$ cat src/rtl/capture_pkg.sv
// Shared types and default widths for the logic-analyzer capture sequencer.
package capture_pkg;

  typedef enum logic [1:0] {
    IDLE    = 2'd0,
    ARMED   = 2'd1,
    CAPTURE = 2'd2,
    DONE    = 2'd3
  } cap_state_t;

  localparam int DATAW = 32;
  localparam int LENW  = 16;
  localparam int DIVW  = 16;

endpackage

$ cat src/rtl/capture_trigger.sv
// Sample-rate divider plus masked level/edge trigger detection for capture_ctrl.
module capture_trigger
  import capture_pkg::*;
#(
  parameter int dataw = DATAW,
  parameter int divw  = DIVW
) (
  input  logic             clk,
  input  logic             resetn,
  input  logic             clear,
  input  logic             active,
  input  logic [dataw-1:0] sample_in,
  input  logic [dataw-1:0] trig_mask,
  input  logic [dataw-1:0] trig_value,
  input  logic             trig_edge,
  input  logic [divw-1:0]  div,
  output logic             strobe,
  output logic             trig
);

  logic [divw-1:0] count;
  logic            match;
  logic            prev_match;
  logic            primed;

  assign match  = ((sample_in ^ trig_value) & trig_mask) == '0;
  assign strobe = active && (count == div);

  // An edge needs one observed strobe first, so a level already matching at
  // arm (or an all-zero mask) is never mistaken for a rising match.
  assign trig = strobe && (trig_edge ? (primed && match && !prev_match) : match);

  always_ff @(posedge clk or negedge resetn) begin
    if (!resetn) begin
      count      <= '0;
      prev_match <= 1'b0;
      primed     <= 1'b0;
    end else if (clear) begin
      count      <= '0;
      prev_match <= 1'b0;
      primed     <= 1'b0;
    end else if (active) begin
      count <= strobe ? '0 : count + 1'b1;
      if (strobe) begin
        prev_match <= match;
        primed     <= 1'b1;
      end
    end
  end

endmodule

$ cat src/rtl/capture_ctrl.sv
// Capture sequencer: arms on a pulse, waits for a trigger, then streams a fixed
// number of probe samples into the capture FIFO, dropping beats it cannot stall.
module capture_ctrl
  import capture_pkg::*;
#(
  parameter int dataw = DATAW,
  parameter int lenw  = LENW,
  parameter int divw  = DIVW
) (
  input  logic             clk,
  input  logic             resetn,
  input  logic [dataw-1:0] sample_in,
  input  logic             cfg_arm,
  input  logic             cfg_abort,
  input  logic [dataw-1:0] cfg_trig_mask,
  input  logic [dataw-1:0] cfg_trig_value,
  input  logic             cfg_trig_edge,
  input  logic [divw-1:0]  cfg_div,
  input  logic [lenw-1:0]  cfg_len,
  output logic [dataw-1:0] fifo_tdata,
  output logic             fifo_tvalid,
  input  logic             fifo_tready,
  output logic             busy,
  output logic             done,
  output logic             overflow,
  output logic [lenw:0]    captured
);

  localparam logic [lenw:0] CAPTURED_MAX = {1'b1, {lenw{1'b0}}};

  cap_state_t       state;
  logic [dataw-1:0] mask_q;
  logic [dataw-1:0] value_q;
  logic             edge_q;
  logic [divw-1:0]  div_q;
  logic [lenw-1:0]  len_cnt;
  logic             active;
  logic             arm_ok;
  logic             strobe;
  logic             trig;
  logic             emit;

  assign active = (state == ARMED) || (state == CAPTURE);
  assign arm_ok = cfg_arm && !cfg_abort && ((state == IDLE) || (state == DONE));
  assign emit   = ((state == ARMED) && trig) || ((state == CAPTURE) && strobe);

  capture_trigger #(
    .dataw(dataw),
    .divw (divw)
  ) u_trigger (
    .clk       (clk),
    .resetn    (resetn),
    .clear     (arm_ok),
    .active    (active),
    .sample_in (sample_in),
    .trig_mask (mask_q),
    .trig_value(value_q),
    .trig_edge (edge_q),
    .div       (div_q),
    .strobe    (strobe),
    .trig      (trig)
  );

  // Beats are never held: whatever the FIFO does not take in the valid cycle is lost.
  always_ff @(posedge clk or negedge resetn) begin
    if (!resetn) begin
      state       <= IDLE;
      mask_q      <= '0;
      value_q     <= '0;
      edge_q      <= 1'b0;
      div_q       <= '0;
      len_cnt     <= '0;
      fifo_tdata  <= '0;
      fifo_tvalid <= 1'b0;
      busy        <= 1'b0;
      done        <= 1'b0;
      overflow    <= 1'b0;
      captured    <= '0;
    end else begin
      if (fifo_tvalid) begin
        if (fifo_tready) begin
          if (captured != CAPTURED_MAX) captured <= captured + 1'b1;
        end else begin
          overflow <= 1'b1;
        end
      end
      if (emit) fifo_tdata <= sample_in;
      fifo_tvalid <= emit;

      if (cfg_abort) begin
        state       <= IDLE;
        busy        <= 1'b0;
        done        <= 1'b0;
        fifo_tvalid <= 1'b0;
      end else begin
        case (state)
          IDLE, DONE: begin
            if (cfg_arm) begin
              state    <= ARMED;
              busy     <= 1'b1;
              done     <= 1'b0;
              mask_q   <= cfg_trig_mask;
              value_q  <= cfg_trig_value;
              edge_q   <= cfg_trig_edge;
              div_q    <= cfg_div;
              len_cnt  <= cfg_len;
              overflow <= 1'b0;
              captured <= '0;
            end
          end
          ARMED, CAPTURE: begin
            if (emit) begin
              if (len_cnt == '0) begin
                state <= DONE;
                busy  <= 1'b0;
                done  <= 1'b1;
              end else begin
                state   <= CAPTURE;
                len_cnt <= len_cnt - 1'b1;
              end
            end
          end
          default: state <= IDLE;
        endcase
      end
    end
  end

endmodule

$ cat config.mk
export PLATFORM = sky130hd
export DESIGN_NAME = capture_ctrl
export DESIGN_NICKNAME = d
export VERILOG_FILES = /design/src/rtl/capture_pkg.sv /design/src/rtl/capture_trigger.sv /design/src/rtl/capture_ctrl.sv
export SDC_FILE = /design/constraint.sdc
export NUM_CORES = 1
export LEC_CHECK = 0
export ABC_AREA = 0
export CELL_PAD_IN_SITES_DETAIL_PLACEMENT = 1
export CELL_PAD_IN_SITES_GLOBAL_PLACEMENT = 1
export CORE_UTILIZATION = 34
export CTS_BUF_LIST = sky130_fd_sc_hd__clkbuf_16
export CTS_CLUSTER_SIZE = 16
export DETAILED_ROUTE_END_ITERATION = 8
export MAX_ROUTING_LAYER = met4
export PLACE_DENSITY = 0.8
export SYNTH_ARGS = -nofsm -noshare
export SYNTH_HDL_FRONTEND = slang
export SYNTH_SLANG_ARGS = --single-unit
$ cat constraint.sdc
create_clock -name clk -period 2.2 [get_ports clk]
set_clock_uncertainty 0.1 [all_clocks]
set_input_delay 0.44 -clock clk [delete_from_list [all_inputs] [get_ports clk]]
set_output_delay 0.44 -clock clk [all_outputs]
set_load 0.01 [all_outputs]
Word-level counts from Yosys, hierarchy flattened. Index checks and enable logic that the tools add are counted.

Bits in registers: 170. Input bits: 134. Output and inout bits: 53.

Add/sub/neg operators: 3. Equal/unequal tests: 11. Muxes and demuxes: 41. Bitwise logic cells: 3. Reduce and logical (&&, ||, !) cells: 25.

Operator list (number): two-way mux 17 bit (6); two-way mux 16 bit (6); bitwise AND 32 bit (1); logical NOT 32 bit (1); one-hot mux 16 bit (2 select lines) (1); XOR 32 bit (1); two-way mux 1 bit (22); adder 17 x 1 -> 17 bit, second input constant (1); inequality test 17 bit, second input constant (1); adder 16 x 1 -> 16 bit, second input constant (1); equality test 16 bit (1); logical NOT 16 bit (1); subtractor 16 x 1 -> 16 bit, second input constant (1); inequality test 3 bit, second input constant (3); logical AND 1 bit (8); two-way mux 2 bit (3); inequality test 2 bit, second input constant (3); AND reduction 3 bit (2); equality test 2 bit, second input constant (2); one-hot mux 1 bit (2 select lines) (2); one-hot mux 2 bit (2 select lines) (1); AND reduction 2 bit (2); AND reduction 4 bit (1); nonzero test 2 bit (2); other kinds (6) (10).

Longest topological paths before layout. Gate-level depths: netlist (run 1).

Word-level depth: 12. Depth in mapped cells: 12. Gate-level depth less buffers: 10.

Modules after synthesis. A second synthesis (run 1) with hierarchy kept.

Cell total of the unflattened synthesis: 898. Area total of the unflattened synthesis: 7998.9 um^2.

Modules (own cells, without submodules): capture_ctrl (instances 1, cells each 735, area each 6465.0 um^2); capture_trigger (instances 1, cells each 163, area each 1534.0 um^2).

Least setup slack after synthesis (run 1). OpenSTA, ideal clock, no wires.

Path kind: reg-to-reg. From: register state[0]. To: register fifo_tdata[10]. Arrival: 2.204 ns. Data required time: 1.975 ns. Path slack: -0.229 ns. Stages on the path, launching flop included: 9. Cells stage by stage: dfrtp_1 inv_1 ha_1 clkinv_1 nand3_1 nor3b_1 a21oi_1 buf_2 mux2_2.

Cells in the longest elaborated chain, start to end: 6. Elaborated cells between the ends (all ways): 8. Those cells by class: 2 x eq/ne; 6 x reduce/logical.

RTL lines: start: declaration (RTL line capture_ctrl.sv:31) `cap_state_t state;`; start signal: assignment (RTL line capture_ctrl.sv:67) `state <= IDLE;`; start signal: assignment (RTL line capture_ctrl.sv:91) `state <= IDLE;`; start signal: assignment (RTL line capture_ctrl.sv:99) `state <= ARMED;`; equality test 2 x 1 -> 1 bit / equality test 2 bit (equally long branches) (RTL line capture_ctrl.sv:43, capture_ctrl.sv:45); logical OR 1 bit (RTL line capture_ctrl.sv:43) `assign active = (state == ARMED) || (state == CAPTURE);`; logical AND 1 bit (RTL line capture_trigger.sv:27) `assign strobe = active && (count == div);`; logical AND 1 bit (RTL line capture_trigger.sv:31) `assign trig = strobe && (trig_edge ? (primed && match && !prev_match) : match);`; logical AND 1 bit (RTL line capture_ctrl.sv:45) `assign emit = ((state == ARMED) && trig) || ((state == CAPTURE) && strobe);`; logical OR 1 bit * (RTL line capture_ctrl.sv:45); end signal: assignment (RTL line capture_ctrl.sv:87) `if (emit) fifo_tdata <= sample_in;`; end: declaration (RTL line capture_ctrl.sv:20) `output logic [dataw-1:0] fifo_tdata,`.

Every way passes the cells marked *; elsewhere a longest branch is shown, timed or not. A chain may end at the register's enable or synchronous reset.

Worst setup path after layout (run 1).
From: register value_q[30]. To: register len_cnt[10].

Cells in the longest elaborated chain, start to end: 11.

RTL lines: start: declaration (RTL line capture_ctrl.sv:33) `logic [dataw-1:0] value_q;`; start signal: assignment (RTL line capture_ctrl.sv:103) `value_q <= cfg_trig_value;`; XOR 32 bit * (RTL line capture_trigger.sv:26) `assign match = ((sample_in ^ trig_value) & trig_mask) == '0;`; bitwise AND 32 bit * (RTL line capture_trigger.sv:26); logical NOT 32 bit * (RTL line capture_trigger.sv:26); logical AND 1 bit (2 in series) (RTL line capture_trigger.sv:31); two-way mux 1 bit * (RTL line capture_trigger.sv:31); logical AND 1 bit * (RTL line capture_trigger.sv:31); logical AND 1 bit * (RTL line capture_ctrl.sv:45); logical OR 1 bit * (RTL line capture_ctrl.sv:45); inequality test 2 bit (no source line) *; AND reduction 4 bit (no source line) *; end signal: assignment (RTL line capture_ctrl.sv:106) `len_cnt <= cfg_len;`; end signal: assignment (RTL line capture_ctrl.sv:119) `len_cnt <= len_cnt - 1'b1;`; end: declaration (RTL line capture_ctrl.sv:36) `logic [lenw-1:0] len_cnt;`.

Marks and branches as above.

==> out/metrics.cfg, run 1 <==
[run_status]
status=finished, violations left
violations=setup timing

[sta]
setup_ws_ns=-0.399
tightest_slew_ns=0.522
setup_viol=53
fin_crit_sh=1.18
rsz0062_at_grt=yes
finalHoldViolations=0
fin_hold_ws_ns=0.214
period_minus_slack_ns=2.60
drv_slew=0
clock.fmax_mhz=385
slew_headroom=0.652

[synth]
ys.flop_type=dfrtp_1
synth_cell_types=53
synth_area_leader_cell=dfrtp_1
synthCells=834
yosysTopAreaCellShare=0.529
ys_ff_latch=170
async_flop_share=1.00
synth_area_per_cell_um2=9.64
synth.net_count=974
synth-edff-count=0
yosysWarnings=0
syn_area_mm2=0.00804
synthTopCellsByArea=dfrtp_1, nand2_1, xor2_1
yosysSeqAreaShare=0.529

[worst_setup_path]
arrival_ns=2.81
required_ns=2.41
r2r_setup_slack_ns=-0.40
rr_worst_depth=11
r2r_end=len_cnt[10]$_DFFE_PN0P_
r2r-start=value_q[30]$_DFFE_PN0P_
cpMostUsedCell=buf_4
crit_end=len_cnt[10]$_DFFE_PN0P_
critPathTopFamily=simple AND/OR/NAND/NOR gates
startpoint_type=flip-flop
crit_cells=11
slowest_stage=dfrtp_1
worst-path-buf-inv=3
critPathLaunch=value_q[30]$_DFFE_PN0P_
worstPathMaxFanout=13
end_kind=flip-flop
cp_cell_sequence=xor2_1, a22oi_1, nand4_1, buf_4, nor4_4, buf_4, a31oi_4, o21ai_4, buf_12, nor4b_4, nor3_2
critPathMaxStageDelay_ns=0.39
path_class=flip-flop to flip-flop

[final_layout]
post-route-util=0.532
instances_no_fill=1442
n_antenna_cell=0
synthToLayoutAreaGrowth_pct=51.6
drive_above_1_share=0.224
stdcell_area_mm2=0.0122
fin_nets=1256

[route]
route.detailed.drc=0
vias=7100
drt_iter0_drc=271
vias_per_cell=4.92
drt_pass1_iterations=4
wirelength_um=26800
postRouteAntennaNets=0
wire_per_inst_um=18.6

[die]
die-area_mm2=0.0243
placementRows=55
initial_core_util=0.351
ios=187
die_width_um=156
dieHeight_um=156
core-area_mm2=0.0229

[clock_network]
clkLatencyLatePin_ns=0.44
cts_tree=yes
cts.sinks=170
cts_buffers=17
clk_path_buf_depth=2
clkTransAtPathRegs_ns=0.08
htreeDepth=4
cts_root_buf=clkbuf_16

[grt]
antenna_found_initial=0
grt_pass1_wl_um=42500
grt_pass1_vias=7979
grt_usage=0.236
grt_max_degree=48
grt-ovfl-total=0

[placement]
place.detailed.instances=1388
hpwl_um=18300
portBuffers=186
gp_congestion=0.835
placed_area_mm2=0.0110

[power]
p_per_area_mw_per_mm2=701
ir_worst_vdd_mv=0.501
power_leakage_nw=5.80

[min_path]
hold_class=input port to flip-flop
min_from=sample_in[5]

[flow_run]
maxCapViolations=0

-- cells by family (layout without fill, tap and decap cells) --
kind of cell	Yosys count	after routing	synth area share
compound gates	72	72	0.0604
flops	170	170	0.529
buf+inv	50	345	0.0271
simple gates	430	430	0.248
fa+ha+maj	6	6	0.00933
mux	37	37	0.0510
xor+xnor	69	69	0.0751
-- worst min-delay path by stage --
| stage | end | slack (ns) | cells after the start |
|---|---|---|---|
| 6_report | fifo_tdata[5]$_DFFE_PN0P_ | 0.21 | 2 |
| 5_1_grt | fifo_tdata[5]$_DFFE_PN0P_ | 0.20 | 2 |
| 4_1_cts | fifo_tdata[11]$_DFFE_PN0P_ | 0.29 | 2 |
| 3_5_place_dp | captured[5]$_DFF_PN0_ | 0.34 | 1 |
| 3_3_place_gp | captured[5]$_DFF_PN0_ | 0.34 | 1 |
| 2_1_floorplan | busy$_DFFE_PN0P_ | 0.04 | 0 |
-- placed cells by master, fill, tap and decap left out, types with 10 or more instances in the layout --
cell type,instances
buf_4,85
nor3_2,11
clkdlybuf4s50_1,163
buf_12,14
buf_6,10
o21ai_0,12
xor2_1,52
dfrtp_1,170
dlygate4sd2_1,16
nor2_1,50
inv_1,13
nand4_1,13
nand3_1,16
clkbuf_16,17
mux2_2,32
nor3_1,15
nand2_1,259
a21oi_1,16
-- sequential cells by signal (all words and copies together) (netlist names) --
name and flops:
value_q 32, overflow 1, captured 17, div_q 16
u_trigger.prev_match 1, u_trigger.count 16, edge_q 1, fifo_tdata 32
mask_q 32, len_cnt 16, fifo_tvalid 1, state 2
done 1, u_trigger.primed 1, busy 1
-- metrics by stage --
stage | worst slack (ns) | power [mW] | TNS (ns)
global route | -0.540 | 8.97 | -22.93
floorplan | -0.0348 | 4.51 | -0.201
CTS | -0.427 | 8.58 | -15.68
finish | -0.399 | 8.55 | -17.11
global placement | -0.860 | 5.27 | -36.22
detailed placement | -0.895 | 5.37 | -38.04
-- metal layers --
layer,vias to the layer above,GRT usage,wire (µm)
li1,3345,-,-
met1,3546,0.282,11500
met2,171,0.395,13500
met3,38,0.0603,1330
met4,0,0.0593,502
met5,-,-,0
-- power breakdown --
group          switching (mW)  internal [mW]
sequential              0.310           3.47
combinational           0.828          0.817
clock                    1.49           1.64
total                    2.63           5.92
-- cell usage after synthesis, types with 5 or more instances --
| cell type | number |
|---|---|
| xnor2_1 | 9 |
| or3_1 | 6 |
| clkbuf_1 | 21 |
| nor2_2 | 6 |
| dfrtp_1 | 170 |
| nand3_1 | 18 |
| mux2i_1 | 5 |
| buf_2 | 6 |
| ha_1 | 6 |
| nor3_2 | 9 |
| nand2_1 | 261 |
| nor2_1 | 55 |
| nor3_1 | 17 |
| buf_1 | 6 |
| and3_1 | 8 |
| a21oi_1 | 22 |
| a22oi_1 | 16 |
| xor2_1 | 60 |
| nand4_1 | 13 |
| mux2_2 | 32 |
| inv_1 | 13 |
| o21ai_0 | 13 |
| o32ai_1 | 8 |
-- timing repair --
action	CTS	global route
pin swaps	15	28
hold buffers	1	0
gates cloned	6	0
gates resized for setup	43	39
setup buffers	7	10
setup endpoints to repair	53	66
endpoints found under the hold margin	41	0
-- layout make-up --
cell class / instances / area, µm²
Multi-Input combinational cell: 614 / 3890
Timing Repair Buffer: 299 / 3000
Sequential cell: 170 / 4250
Clock inverter: 15 / 180
Tap cell: 313 / 392
Fill cell: 2526 / 10700
Inverter: 14 / 52.6
Clock buffer: 17 / 425
No activity file was read; power rests on OpenSTA's default activity.
==> run 2, diff against run 1 <==
PLACE_DENSITY = 0.82   (was 0.8)
==> run 2 against run 1 <==
Compared with the run above: the run still ends with setup timing left; global-route usage shrank 0.57 points; sequential share of layout area grew 0.62 points; critical path type is now input port to flip-flop; combinational power is essentially flat; utilization shrank 0.93 points.
==> out/metrics.cfg, run 2 (same netlist as run 1, synthesis figures left out) <==
[grt]
grt_max_degree=54  ; was 48
grt_usage=0.230  ; was 0.236
grt_pass1_wl_um=41400  ; was 42,500 µm
antenna_found_initial=0  ; unchanged
grt_pass1_vias=7883  ; was 7,979
grt-ovfl-total=0  ; unchanged

[sta]
fin_hold_ws_ns=0.196  ; was 0.214 ns
clock.fmax_mhz=396  ; was 385 MHz
setup_viol=52  ; was 53
tightest_slew_ns=0.412  ; was 0.522 ns
drv_slew=0  ; unchanged
slew_headroom=0.722  ; was 0.652
finalHoldViolations=0  ; unchanged
rsz0062_at_grt=yes  ; unchanged
setup_ws_ns=-0.323  ; was -0.399 ns
fin_crit_sh=1.15  ; was 1.18
period_minus_slack_ns=2.52  ; was 2.60 ns

[final_layout]
instances_no_fill=1429  ; was 1,442
final_common_cell=nand2_1  ; unchanged
reg_top3=fifo_tdata: 32 flops, mask_q: 32 flops, value_q: 32 flops  ; unchanged
stdcell_area_mm2=0.0120  ; was 0.0122 mm²
mostFrequentLayoutCells=nand2_1, clkdlybuf4s50_1, dfrtp_1, buf_4, xor2_1  ; was nand2_1, dfrtp_1, clkdlybuf4s50_1, buf_4, xor2_1
post-route-util=0.523  ; was 0.532
n_antenna_cell=0  ; unchanged
fin_nets=1243  ; was 1,256
drive_above_1_share=0.208  ; was 0.224
synthToLayoutAreaGrowth_pct=49.0  ; was 51.6%

[die]
dieHeight_um=156  ; unchanged
ios=187  ; unchanged
initial_core_util=0.351  ; unchanged
die_width_um=156  ; unchanged
placementRows=55  ; unchanged
core-area_mm2=0.0229  ; unchanged
die-area_mm2=0.0243  ; unchanged

[route]
drt_iter0_drc=309  ; was 271
route.detailed.drc=0  ; unchanged
wl_met2_um=13200  ; was 13,500 µm
vias=6993  ; was 7,100
wirelength_um=25900  ; was 26,800 µm
wire_per_inst_um=18.2  ; was 18.6 µm
wl_met1_um=11100  ; was 11,500 µm
wl_met3_um=1260  ; was 1330 µm
drt_pass1_iterations=5  ; was 4
topRoutingLayerUsed=met4  ; unchanged
postRouteAntennaNets=0  ; unchanged
vias_per_cell=4.89  ; was 4.92

[power]
power_leakage_nw=5.68  ; was 5.80 nW
pwr-share-comb=0.194  ; was 0.192
ir_worst_vdd_mv=0.430  ; was 0.501 mV
intPower_mw=5.81  ; was 5.92 mW
power_frac_clock=0.360  ; was 0.366
p_sw_mw=2.63  ; about the same
p_per_area_mw_per_mm2=704  ; was 701 mW/mm²
sw_frac_of_total=0.312  ; was 0.307
p_seq_frac=0.446  ; was 0.442

[worst_setup_path]
path_class=input port to flip-flop  ; was flip-flop to flip-flop
rr_worst_depth=12  ; was 11
critPathLaunch=sample_in[27]  ; was value_q[30]$_DFFE_PN0P_
crit_end=len_cnt[2]$_DFFE_PN0P_  ; was len_cnt[10]$_DFFE_PN0P_
end_kind=flip-flop  ; unchanged
arrival_ns=2.74  ; was 2.81 ns
r2r-start=len_cnt[1]$_DFFE_PN0P_  ; was value_q[30]$_DFFE_PN0P_
r2r_end=len_cnt[5]$_DFFE_PN0P_  ; was len_cnt[10]$_DFFE_PN0P_
required_ns=2.41  ; about the same
r2r_setup_slack_ns=-0.31  ; was -0.40 ns
worstPathMaxFanout=6  ; was 13
startpoint_type=input port  ; was flip-flop

[clock_network]
clk_path_buf_depth=2  ; unchanged
clkTransAtPathRegs_ns=0.08  ; about the same
cts_tree=yes  ; unchanged
cts.sinks=170  ; unchanged
htreeDepth=4  ; unchanged
cts_buffers=17  ; unchanged
cts_root_buf=clkbuf_16  ; unchanged
clkLatencyLatePin_ns=0.44  ; about the same

[run_status]
status=finished, violations left  ; unchanged
violations=setup timing  ; unchanged

[placement]
gp_congestion=0.851  ; was 0.835
hpwl_um=18100  ; was 18,300 µm
place.detailed.instances=1382  ; was 1,388
place_ws_ns=-0.933  ; was -0.895 ns
placed_area_mm2=0.0110  ; about the same
portBuffers=186  ; unchanged

[min_path]
hold_class=input port to flip-flop  ; unchanged

[flow_run]
maxCapViolations=0  ; unchanged

## run 2: cell count changes in the layout (fill, tap and decap cells not counted), moves of 4 or more
cell / before / now
xor2_2: 8 / 4
clkinv_4: 4 / 0
buf_12: 14 / 10
dlygate4sd2_1: 16 / 5
buf_4: 85 / 80
xor2_1: 52 / 56
clkdlybuf4s50_1: 163 / 177
inv_6: 0 / 5
buf_6: 10 / 6
## run 2: repair_timing
item | 4_1_cts | 5_1_grt
hold buffers | 1 | 0
resized for setup | 29 | 26
buffers inserted | 8 | 2
gates cloned | 3 | 1
endpoints found under the hold margin | 27 | 0
pin swaps | 24 | 11
endpoints found under the setup margin | 51 | 57
## run 2: layout make-up
cell class                      instances  area, µm²
Multi-Input combinational cell        614       3850
Tap cell                              313        392
Sequential cell                       170       4250
Clock inverter                         15        164
Inverter                               14       52.6
Clock buffer                           17        425
Timing Repair Buffer                  286       2840
Fill cell                            2536      10900
## run 2: metal layers
metal | global-route usage | vias up
met4 | 0.0579 | 0
met3 | 0.0639 | 22
met2 | 0.396 | 158
met5 | - | -
met1 | 0.262 | 3493
li1 | - | 3320
## run 2: power by group through the flow
stage	logic, mW	registers (mW)	clock network, mW
CTS	1.62	3.75	3.13
global route	1.81	3.81	3.23
floorplan	0.766	3.75	0
global placement	1.46	3.78	0
finish	1.63	3.76	3.04
detailed placement	1.54	3.80	0
## run 2: critical path: stages
cell and delay (ns):
clkdlybuf4s50_1 0.45, xor2_1 0.18, a22oi_2 0.23, nand4_1 0.21, nor4_4 0.24, buf_4 0.17
a31oi_4 0.10, o21ai_4 0.20, buf_12 0.15, buf_16 0.11, and4b_1 0.21, nor3_2 0.05
## run 2: stage by stage
step | TNS [ns] | power, mW
floorplan | -0.201 | 4.51
CTS | -13.70 | 8.50
detailed placement | -37.54 | 5.34
finish | -13.80 | 8.44
global placement | -35.04 | 5.24
global route | -18.91 | 8.85
## run 2: worst min path at each step
stage / from / endpoint / slack, ns / cells after the start
after floorplan: resetn / busy$_DFFE_PN0P_ / 0.04 / 0
after global placement: resetn / captured[4]$_DFF_PN0_ / 0.27 / 1
after detailed placement: resetn / captured[4]$_DFF_PN0_ / 0.27 / 1
after CTS: sample_in[16] / fifo_tdata[16]$_DFFE_PN0P_ / 0.28 / 2
after global routing: sample_in[30] / fifo_tdata[30]$_DFFE_PN0P_ / 0.20 / 2
final: sample_in[11] / fifo_tdata[11]$_DFFE_PN0P_ / 0.20 / 2
